File: src/rtl/dump_window_pkg.sv
// Shared definitions for the dump window controller: trigger mode codes, channel
// state encoding and the mode -> entry-state mapping used on reset and on config writes.
package dump_window_pkg;

  localparam logic [1:0] MODE_OFF   = 2'd0;
  localparam logic [1:0] MODE_IMM   = 2'd1;
  localparam logic [1:0] MODE_FRAME = 2'd2;
  localparam logic [1:0] MODE_DL    = 2'd3;

  typedef enum logic [1:0] {
    IDLE   = 2'd0,
    ARMED  = 2'd1,
    ACTIVE = 2'd2,
    DONE   = 2'd3
  } chan_state_e;

  // State a channel enters when (re)configured with the given mode.
  function automatic chan_state_e entry_state(input logic [1:0] mode);
    case (mode)
      MODE_OFF: return IDLE;
      MODE_IMM: return ACTIVE;
      default:  return ARMED;
    endcase
  endfunction

endpackage

File: src/rtl/dump_window_chan.sv
// One dump channel: configuration registers, IDLE/ARMED/ACTIVE/DONE state machine and
// the remaining-frames counter.
// Ports:
//   clk, rst            clock, synchronous active-high reset
//   vs_fall, dl_fall    single-cycle frame-end / download-end events
//   frame_cnt           frame counter value before this cycle's increment
//   cfg_sel             load cfg_* into this channel (wins over any trigger)
//   cfg_mode/start/len  configuration bus
//   dump_on, done       registered window-active / window-finished flags
module dump_window_chan
  import dump_window_pkg::*;
#(
  parameter int unsigned FW        = 32,
  parameter int unsigned DEF_MODE  = 0,
  parameter int unsigned DEF_START = 0,
  parameter int unsigned DEF_LEN   = 0
) (
  input  logic          clk,
  input  logic          rst,
  input  logic          vs_fall,
  input  logic          dl_fall,
  input  logic [FW-1:0] frame_cnt,
  input  logic          cfg_sel,
  input  logic [1:0]    cfg_mode,
  input  logic [FW-1:0] cfg_start,
  input  logic [FW-1:0] cfg_len,
  output logic          dump_on,
  output logic          done
);

  localparam chan_state_e RstState = entry_state(2'(DEF_MODE));

  chan_state_e   state_q, state_d;
  logic [1:0]    mode_q, mode_d;
  logic [FW-1:0] start_q, start_d;
  logic [FW-1:0] len_q, len_d;
  logic [FW-1:0] rem_q, rem_d;
  logic          dump_on_q, done_q;

  always_comb begin
    state_d = state_q;
    mode_d  = mode_q;
    start_d = start_q;
    len_d   = len_q;
    rem_d   = rem_q;
    if (cfg_sel) begin
      // A config write discards any trigger arriving in the same cycle.
      mode_d  = cfg_mode;
      start_d = cfg_start;
      len_d   = cfg_len;
      rem_d   = cfg_len;
      state_d = entry_state(cfg_mode);
    end else begin
      case (state_q)
        ARMED: begin
          if ((mode_q == MODE_FRAME && vs_fall && frame_cnt == start_q) ||
              (mode_q == MODE_DL && dl_fall)) begin
            state_d = ACTIVE;
            rem_d   = len_q;
          end
        end
        ACTIVE: begin
          // len == 0 means the window never closes.
          if (vs_fall && len_q != '0) begin
            if (rem_q == FW'(1)) state_d = DONE;
            else                 rem_d   = rem_q - FW'(1);
          end
        end
        default: ;
      endcase
    end
  end

  always_ff @(posedge clk) begin
    if (rst) begin
      state_q   <= RstState;
      mode_q    <= 2'(DEF_MODE);
      start_q   <= FW'(DEF_START);
      len_q     <= FW'(DEF_LEN);
      rem_q     <= FW'(DEF_LEN);
      dump_on_q <= (RstState == ACTIVE);
      done_q    <= (RstState == DONE);
    end else begin
      state_q   <= state_d;
      mode_q    <= mode_d;
      start_q   <= start_d;
      len_q     <= len_d;
      rem_q     <= rem_d;
      dump_on_q <= (state_d == ACTIVE);
      done_q    <= (state_d == DONE);
    end
  end

  assign dump_on = dump_on_q;
  assign done    = done_q;

endmodule

File: src/rtl/dump_window_ctrl.sv
// Multi-channel dump window generator. Detects falling edges of vsync and download,
// counts frames, suppresses download-end triggers for HOLDOFF cycles after reset, and
// runs one dump_window_chan per channel.
// Ports:
//   clk, rst             clock, synchronous active-high reset
//   vs, dwnld            vertical sync and ROM-download activity (synchronous to clk)
//   cfg_we/cfg_ch        write strobe and target channel for cfg_mode/start/len
//   frame_cnt            frames seen since reset (wraps)
//   dump_on, done        per-channel window active / finished
//   dump_any             OR of dump_on
module dump_window_ctrl
  import dump_window_pkg::*;
#(
  parameter int unsigned NCH        = 4,
  parameter int unsigned FW         = 32,
  parameter int unsigned HOLDOFF    = 20000,
  parameter int unsigned DEF_MODE0  = 0,
  parameter int unsigned DEF_START0 = 0,
  parameter int unsigned DEF_LEN0   = 0,
  localparam int unsigned CW = (NCH > 1) ? $clog2(NCH) : 1
) (
  input  logic           clk,
  input  logic           rst,
  input  logic           vs,
  input  logic           dwnld,
  input  logic           cfg_we,
  input  logic [CW-1:0]  cfg_ch,
  input  logic [1:0]     cfg_mode,
  input  logic [FW-1:0]  cfg_start,
  input  logic [FW-1:0]  cfg_len,
  output logic [FW-1:0]  frame_cnt,
  output logic [NCH-1:0] dump_on,
  output logic [NCH-1:0] done,
  output logic           dump_any
);

  localparam int unsigned HW = (HOLDOFF > 1) ? $clog2(HOLDOFF) : 1;

  logic          vs_s, vs_l, dwnld_s, dwnld_l;
  logic          vs_fall_q, dl_fall_q;
  logic [FW-1:0] frame_cnt_q;
  logic [HW-1:0] hold_cnt_q;
  logic          holdoff_done_q;
  logic [NCH-1:0] cfg_sel;

  // Inputs are sampled, delayed once more, and the edge event itself is registered, so a
  // fall first sampled at edge k updates the frame counter and channels at edge k+2.
  always_ff @(posedge clk) begin
    if (rst) begin
      vs_s      <= 1'b0;
      vs_l      <= 1'b0;
      dwnld_s   <= 1'b0;
      dwnld_l   <= 1'b0;
      vs_fall_q <= 1'b0;
      dl_fall_q <= 1'b0;
    end else begin
      vs_s      <= vs;
      vs_l      <= vs_s;
      dwnld_s   <= dwnld;
      dwnld_l   <= dwnld_s;
      vs_fall_q <= vs_l & ~vs_s;
      dl_fall_q <= dwnld_l & ~dwnld_s & holdoff_done_q;
    end
  end

  always_ff @(posedge clk) begin
    if (rst) begin
      frame_cnt_q <= '0;
    end else if (vs_fall_q) begin
      frame_cnt_q <= frame_cnt_q + FW'(1);
    end
  end

  always_ff @(posedge clk) begin
    if (rst) begin
      hold_cnt_q     <= '0;
      holdoff_done_q <= (HOLDOFF == 0);
    end else if (!holdoff_done_q) begin
      if (hold_cnt_q == HW'(HOLDOFF - 1)) holdoff_done_q <= 1'b1;
      else                                hold_cnt_q     <= hold_cnt_q + HW'(1);
    end
  end

  for (genvar i = 0; i < NCH; i++) begin : g_chan
    assign cfg_sel[i] = cfg_we && (cfg_ch == CW'(i));

    // Only channel 0 has a configurable power-on behaviour.
    dump_window_chan #(
      .FW       (FW),
      .DEF_MODE ((i == 0) ? DEF_MODE0  : 32'd0),
      .DEF_START((i == 0) ? DEF_START0 : 32'd0),
      .DEF_LEN  ((i == 0) ? DEF_LEN0   : 32'd0)
    ) u_chan (
      .clk      (clk),
      .rst      (rst),
      .vs_fall  (vs_fall_q),
      .dl_fall  (dl_fall_q),
      .frame_cnt(frame_cnt_q),
      .cfg_sel  (cfg_sel[i]),
      .cfg_mode (cfg_mode),
      .cfg_start(cfg_start),
      .cfg_len  (cfg_len),
      .dump_on  (dump_on[i]),
      .done     (done[i])
    );
  end

  assign frame_cnt = frame_cnt_q;
  assign dump_any  = |dump_on;

endmodule

File: config.mk
export PLATFORM = sky130hd
export DESIGN_NAME = dump_window_ctrl
export DESIGN_NICKNAME = d
export VERILOG_FILES = /design/src/rtl/dump_window_pkg.sv /design/src/rtl/dump_window_chan.sv /design/src/rtl/dump_window_ctrl.sv
export SDC_FILE = /design/constraint.sdc
export NUM_CORES = 1
export LEC_CHECK = 0
export ABC_AREA = 1
export CORE_MARGIN = 5
export CORE_UTILIZATION = 60
export CTS_CLUSTER_DIAMETER = 80
export DETAILED_ROUTE_END_ITERATION = 16
export GPL_TIMING_DRIVEN = 0
export PLACE_DENSITY = 0.9
export SYNTH_ARGS = -nofsm -noshare
export SYNTH_HDL_FRONTEND = slang
export SYNTH_HIERARCHICAL = 1
export SYNTH_SLANG_ARGS = --single-unit
File: constraint.sdc
create_clock -name clk -period 2.9 [get_ports clk]
set_clock_uncertainty 0.15 [all_clocks]
set_input_delay 0.725 -clock clk [delete_from_list [all_inputs] [get_ports clk]]
set_output_delay 0.725 -clock clk [all_outputs]
set_load 0.02 [all_outputs]
==> results of run 1 <==
-- layer usage --
layer | GRT usage [%] | vias up | share of wire [%]
li1 | - | 13100 | -
met1 | 52.1 | 12700 | 39
met2 | 56.0 | 1938 | 41
met3 | 10.3 | 377 | 15
met4 | 19.8 | 0 | 6.2
met5 | 0 | - | 0
-- state kept, by name, indices dropped and copies added (netlist names), named ones only --
name and flops:
g_chan.u_chan/dump_on 4, holdoff_done_q 1, g_chan.u_chan/done 4, g_chan.u_chan/start_q 128, g_chan.u_chan/rem_q 128, vs_fall_q 1, vs_s 1, g_chan.u_chan/mode_q 8
dl_fall_q 1, vs_l 1, frame_cnt 32, dwnld_s 1, dwnld_l 1, g_chan.u_chan/state_q 4, hold_cnt_q 15, g_chan.u_chan/len_q 128
-- layout make-up --
| class | count | area [µm²] | area share, % |
|---|---|---|---|
| Timing Repair Buffer | 117 | 1200 | 4.12 |
| Clock inverter | 16 | 245 | 0.838 |
| Antenna cell | 4 | 10.0 | 0.0342 |
| Multi-Input combinational cell | 3050 | 14300 | 49.0 |
| Buffer | 176 | 995 | 3.40 |
| Clock buffer | 75 | 1520 | 5.18 |
| Inverter | 269 | 1010 | 3.47 |
| Tap cell | 539 | 674 | 2.31 |
| Sequential cell | 462 | 9260 | 31.6 |
-- how the worst max path moves through the flow --
| stage | from | to | slack [ns] | depth (start not counted) |
|---|---|---|---|---|
| 4_1_cts | cfg_ch[0] | g_chan[3].u_chan/rem_q[22] | -0.02 | 9 |
| 6_report | cfg_we | g_chan[0].u_chan/start_q[17] | -0.03 | 8 |
| 2_1_floorplan | cfg_ch[1] | g_chan[3].u_chan/start_q[29] | 0.54 | 7 |
| 5_1_grt | frame_cnt[13] | frame_cnt[13] | 0.001 | 1 |
| 3_5_place_dp | cfg_ch[1] | g_chan[2].u_chan/start_q[23] | -1.69 | 8 |
| 3_3_place_gp | cfg_ch[0] | g_chan[1].u_chan/start_q[2] | -1.82 | 8 |
-- cell families after synthesis --
group	share of synthesized area [%]
xor gates and xnor gates	4.88
buffers and inverters	7.70
and+or+nand+nor	36.0
adders and majority gates	0.884
AOI/OAI and AO/OA	14.1
muxes	0.157
DFF	36.3
-- worst max-delay path: stages --
cell	delay, ns
clkdlybuf4s50_1	0.45
inv_1	0.15
nor3_4	0.39
clkinv_2	0.31
clkbuf_1	0.44
clkbuf_1	0.46
nor2_1	0.25
nor2_1	0.07
-- timing repair --
action / in CTS / in global routing
resized for setup: 30 / 39
setup endpoints to repair: 390 / 279
setup buffers: 0 / 2
pin swaps: 0 / 2
-- synthesized netlist by cell type (5+ instances only) --
cell      count  share of area [%]
or2_2        20               0.49
nand4_1      29               0.71
a21boi_0      8               0.24
o21ai_0     283                5.6
inv_1       260                3.8
o21a_1        5               0.15
xnor2_1      63                2.2
xor2_1       79                2.7
nand3_1     347                6.8
buf_8        12               0.71
nand2_2      20               0.49
dfxtp_1     462                 36
a21oi_2      19               0.65
ha_1         18               0.88
buf_1        27               0.40
clkinv_1      5              0.074
nand2_4      10               0.44
nor2_1      708                 10
nand3b_1      8               0.24
o211ai_1     28               0.82
buf_2        17               0.33
nor3_1       31               0.61
nor2_2       30               0.74
nand2_1     995                 15
clkbuf_1    103                1.5
o22ai_1       8               0.20
buf_6        16               0.71
a21oi_1     314                6.2
-- where the power goes --
group	internal (mW)	total [mW]	switching (mW)	leakage [nW]
Combinational	0.862	2.66	1.80	8.23
Sequential	6.56	6.73	0.173	3.76
Clock	4.14	6.85	2.71	0.861
-- per-stage QoR --
| step | power (mW) | hold slack [ns] | setup TNS (ns) | setup slack, ns |
|---|---|---|---|---|
| 2_1_floorplan | 8.51 | 0.247 | 0 | 0.544 |
| 3_3_place_gp | 9.33 | 0.257 | -569.98 | -1.82 |
| 5_1_grt | 16.8 | 0.298 | 0 | 0.00102 |
| 6_report | 16.2 | 0.273 | -0.0437 | -0.0266 |
| 3_5_place_dp | 9.36 | 0.267 | -484.46 | -1.69 |
| 4_1_cts | 16.1 | 0.279 | -0.0903 | -0.0248 |
==> impl_metrics.ini, run 1 <==
[critical_path]
reg2regPathDepth = 13
arrival_ns = 3.26
r2r_slack_ns = 0.04
worstPathMaxFanout = 10
required_ns = 3.23
r2r_end = g_chan[2].u_chan/rem_q[22]
cp-start-kind = input port
end_kind = flip-flop
r2r_start = vs_fall_q
crit_type = input port to flip-flop

[power_and_ir_drop]
peakVddDrop_mv = 0.469
power-per-cell-area_mw_per_mm2 = 555
p_leak_nw = 12.8

[floorplanning]
die_h_um = 216
ios = 114
start_util_pct = 60.8
dieArea_mm2 = 0.0467
fp.dieW_um = 216
rows = 75
fp.coreArea_mm2 = 0.0419

[place]
dpl.cell_count = 4611
placed_area_mm2 = 0.0273
hpwl_um = 67100
io_buffers = 113
place.gp.congestion = 1.03

[synthesis]
postSynthCellCount = 3957
synth_edf_count = 0
ys_seq_area_share_pct = 36.3
synth_area_per_cell_um2 = 6.44
yosysUniqueCellTypes = 41
synth_ff_type = dfxtp_1
synth_area_mm2 = 0.0255
synth_warnings = 6
postSynthNetCount = 4048
ys_seq_elements = 462
synthArstFlopShare_pct = 0

[run_status]
violations = setup timing
status = finished, violations left

[timing]
hold_viol = 0
slew_violations = 0
worst_pin_slew_ns = 0.914
setup_slack_ns = -0.0266
setup_viol = 2
rsz0062_at_grt = false
maxSlewHeadroom_pct = 39.0
fin_crit_ns = 2.93
max_freq_mhz = 342
fin_crit_sh_pct = 101

[clock_network]
cts_max_level = 2
clockBufferDepth = 3
cts_hold_buf = 0
numCtsBuffers = 50
cts_sinks = 462
cts_tree = done
clk_pin_slew_ns = 0.06
cts_root_buf = clkbuf_16
clock_latency_ns = 0.60

[detailed_routing]
wl_per_cell_um = 19.9
drtAntennaViolNets = 0
wirelength_um = 93800
drc = 0
first_pass_iters = 8
drt-initial-drc-count = 4156
via_per_inst = 5.99
num_vias = 28200

[final_layout]
drive_above_1_share_pct = 6.91
final_common_cell = nand2_1
final_cell_mix = nand2_1, nor2_1, dfxtp_1, nand3_1, a21oi_1
n_fill_cell = 3602
final_nets = 4217
final_core_util_pct = 69.7
final_area_mm2 = 0.0293
area_delta_synth_final_pct = 14.8
fin_cells = 4708

[global_route]
grt_antenna_before_repair = 3
grt_usage_pct = 38.3
first_global_vias = 25700
grt_overflow_total = 0
grt_pass1_wl_um = 143000
grt_start_max_net_pins = 16

[worst_hold_path]
min-delay-start = vs_l
whs_endpoint = vs_fall_q
min_path_type = flip-flop to flip-flop
min_path_cells = 2

[flow_run]
max_cap_violations = 0
Note: power is estimated with default switching activity, not from simulation.
==> inputs of run 2 (changes only) <==
--- a/config.mk
+++ b/config.mk
@@ -6,6 +6,7 @@
 export NUM_CORES = 1
 export LEC_CHECK = 0
 export ABC_AREA = 1
+export CORE_ASPECT_RATIO = 0.7
 export CORE_MARGIN = 5
 export CORE_UTILIZATION = 60
 export CTS_CLUSTER_DIAMETER = 80
==> impl_metrics.ini, run 2 (synthesized netlist as in run 1, its figures left out) <==
[critical_path]
cp_slowest_cell = dlygate4sd2_1
r2r_start = vs_fall_q
crit_type = input port to flip-flop
crit_buf_inv = 4
required_ns = 3.20
arrival_ns = 3.22
reg2regPathDepth = 13
cp_common_cell = clkbuf_1
path_cells = dlygate4sd2_1 -> clkbuf_1 -> inv_1 -> clkbuf_1 -> o21ai_0 -> a21oi_1
worstPathMaxFanout = 17
r2r_slack_ns = -0.01
end_kind = flip-flop
cp-start-kind = input port
crit_end = frame_cnt[10]
cp_slowest_stage_delay_ns = 1.17
crit_family = buffers and inverters
critical_path.startpoint = rst
r2r_end = g_chan[2].u_chan/rem_q[30]
crit_cells = 6

[floorplanning]
start_util_pct = 60.4
ios = 114
dieArea_mm2 = 0.0468
rows = 63
fp.dieW_um = 256
fp.coreArea_mm2 = 0.0422
die_h_um = 182

[timing]
fin_crit_ns = 2.92
setup_slack_ns = -0.0174
worst_pin_slew_ns = 1.46
maxSlewHeadroom_pct = 2.63
hold_viol = 0
max_freq_mhz = 343
fin_crit_sh_pct = 101
slew_violations = 0
setup_viol = 5
setup_tns_ns = -0.0545

[power_and_ir_drop]
p_leak_nw = 12.7
power-per-cell-area_mw_per_mm2 = 533
finalPower_mw = 15.4
peakVddDrop_mv = 0.454

[clock_network]
clockBufferDepth = 3
clk_pin_slew_ns = 0.06
clock_latency_ns = 0.57
cts_hold_buf = 0
cts_tree = done
cts_max_level = 2
numCtsBuffers = 45
cts_root_buf = clkbuf_16
cts_sinks = 462

[final_layout]
final_common_cell = nand2_1
reg_top3 = g_chan.u_chan/len_q x128, g_chan.u_chan/rem_q x128, g_chan.u_chan/start_q x128
final_nets = 4215
fin_cells = 4711
final_cell_mix = nand2_1, nor2_1, dfxtp_1, nand3_1, a21oi_1
final_area_mm2 = 0.0290
drive_above_1_share_pct = 6.45
area_delta_synth_final_pct = 13.6

[run_status]
status = finished, violations left
violations = setup timing

[place]
placed_area_mm2 = 0.0273
place.gp.congestion = 1.03
dp_slack_ns = -1.51
io_buffers = 113
dpl.cell_count = 4622
hpwl_um = 70000

[detailed_routing]
via_per_inst = 6.00
wl_per_cell_um = 20.1
first_pass_iters = 7
drt-initial-drc-count = 4662
drc = 0
num_vias = 28300
wirelength_um = 94700
drtAntennaViolNets = 0

[global_route]
grt_usage_pct = 38.7
grt_overflow_total = 0
grt_pass1_wl_um = 144000
grt_start_max_net_pins = 18
grt_antenna_before_repair = 6
first_global_vias = 25400

[flow_run]
max_cap_violations = 0

[worst_hold_path]
min_path_cells = 2
min_path_type = flip-flop to flip-flop
run 2: final cells by class:
| cell class | instances | area, µm² |
|---|---|---|
| Fill cell | 3568 | 13200 |
| Clock buffer | 64 | 1330 |
| Tap cell | 552 | 691 |
| Sequential cell | 462 | 9260 |
| Inverter | 269 | 1020 |
| Buffer | 176 | 980 |
| Multi-Input combinational cell | 3050 | 14300 |
| Antenna cell | 2 | 5.00 |
| Timing Repair Buffer | 120 | 1190 |
| Clock inverter | 16 | 153 |
run 2: metrics by stage:
step | hold WS, ns | util, %
2_1_floorplan | 0.247 | -
6_report | 0.264 | 68.7
4_1_cts | 0.262 | 68.5
5_1_grt | 0.289 | 68.7
3_3_place_gp | 0.261 | 64.8
3_5_place_dp | 0.260 | 64.8
run 2: repair_timing:
item | in CTS | in global routing
buffers inserted | 2 | 5
gates resized for setup | 28 | 22
setup endpoints to repair | 419 | 290
pin swaps | 1 | 3
run 2: report_power, final:
group | total [mW] | switching (mW) | internal, mW
Sequential | 6.73 | 0.178 | 6.55
Clock | 6.01 | 2.63 | 3.38
Combinational | 2.70 | 1.84 | 0.859
Total | 15.4 | 4.65 | 10.8
run 2: worst min-delay path by stage:
stage	start	to
final	vs_l	vs_fall_q
after global routing	vs_l	vs_fall_q
after CTS	vs_l	vs_fall_q
after detailed placement	vs_l	vs_fall_q
after global placement	vs_l	vs_fall_q
after floorplan	dwnld_s	dl_fall_q
run 2: metal layers:
| metal | GRT usage [%] | part of all wire (%) |
|---|---|---|
| met5 | 0 | 0.068 |
| met3 | 17.1 | 18 |
| met4 | 15.1 | 4.7 |
| met1 | 54.3 | 40 |
| met2 | 51.8 | 38 |
run 2: worst register-to-register path, delay by kind of cell, from the launching register on:
family	cells	cell delay, ns
AND/OR/NAND/NOR	11	1.85
flip-flops	1	0.51
buffers and inverters	1	0.18
AO/OA/AOI/OAI	1	0.14
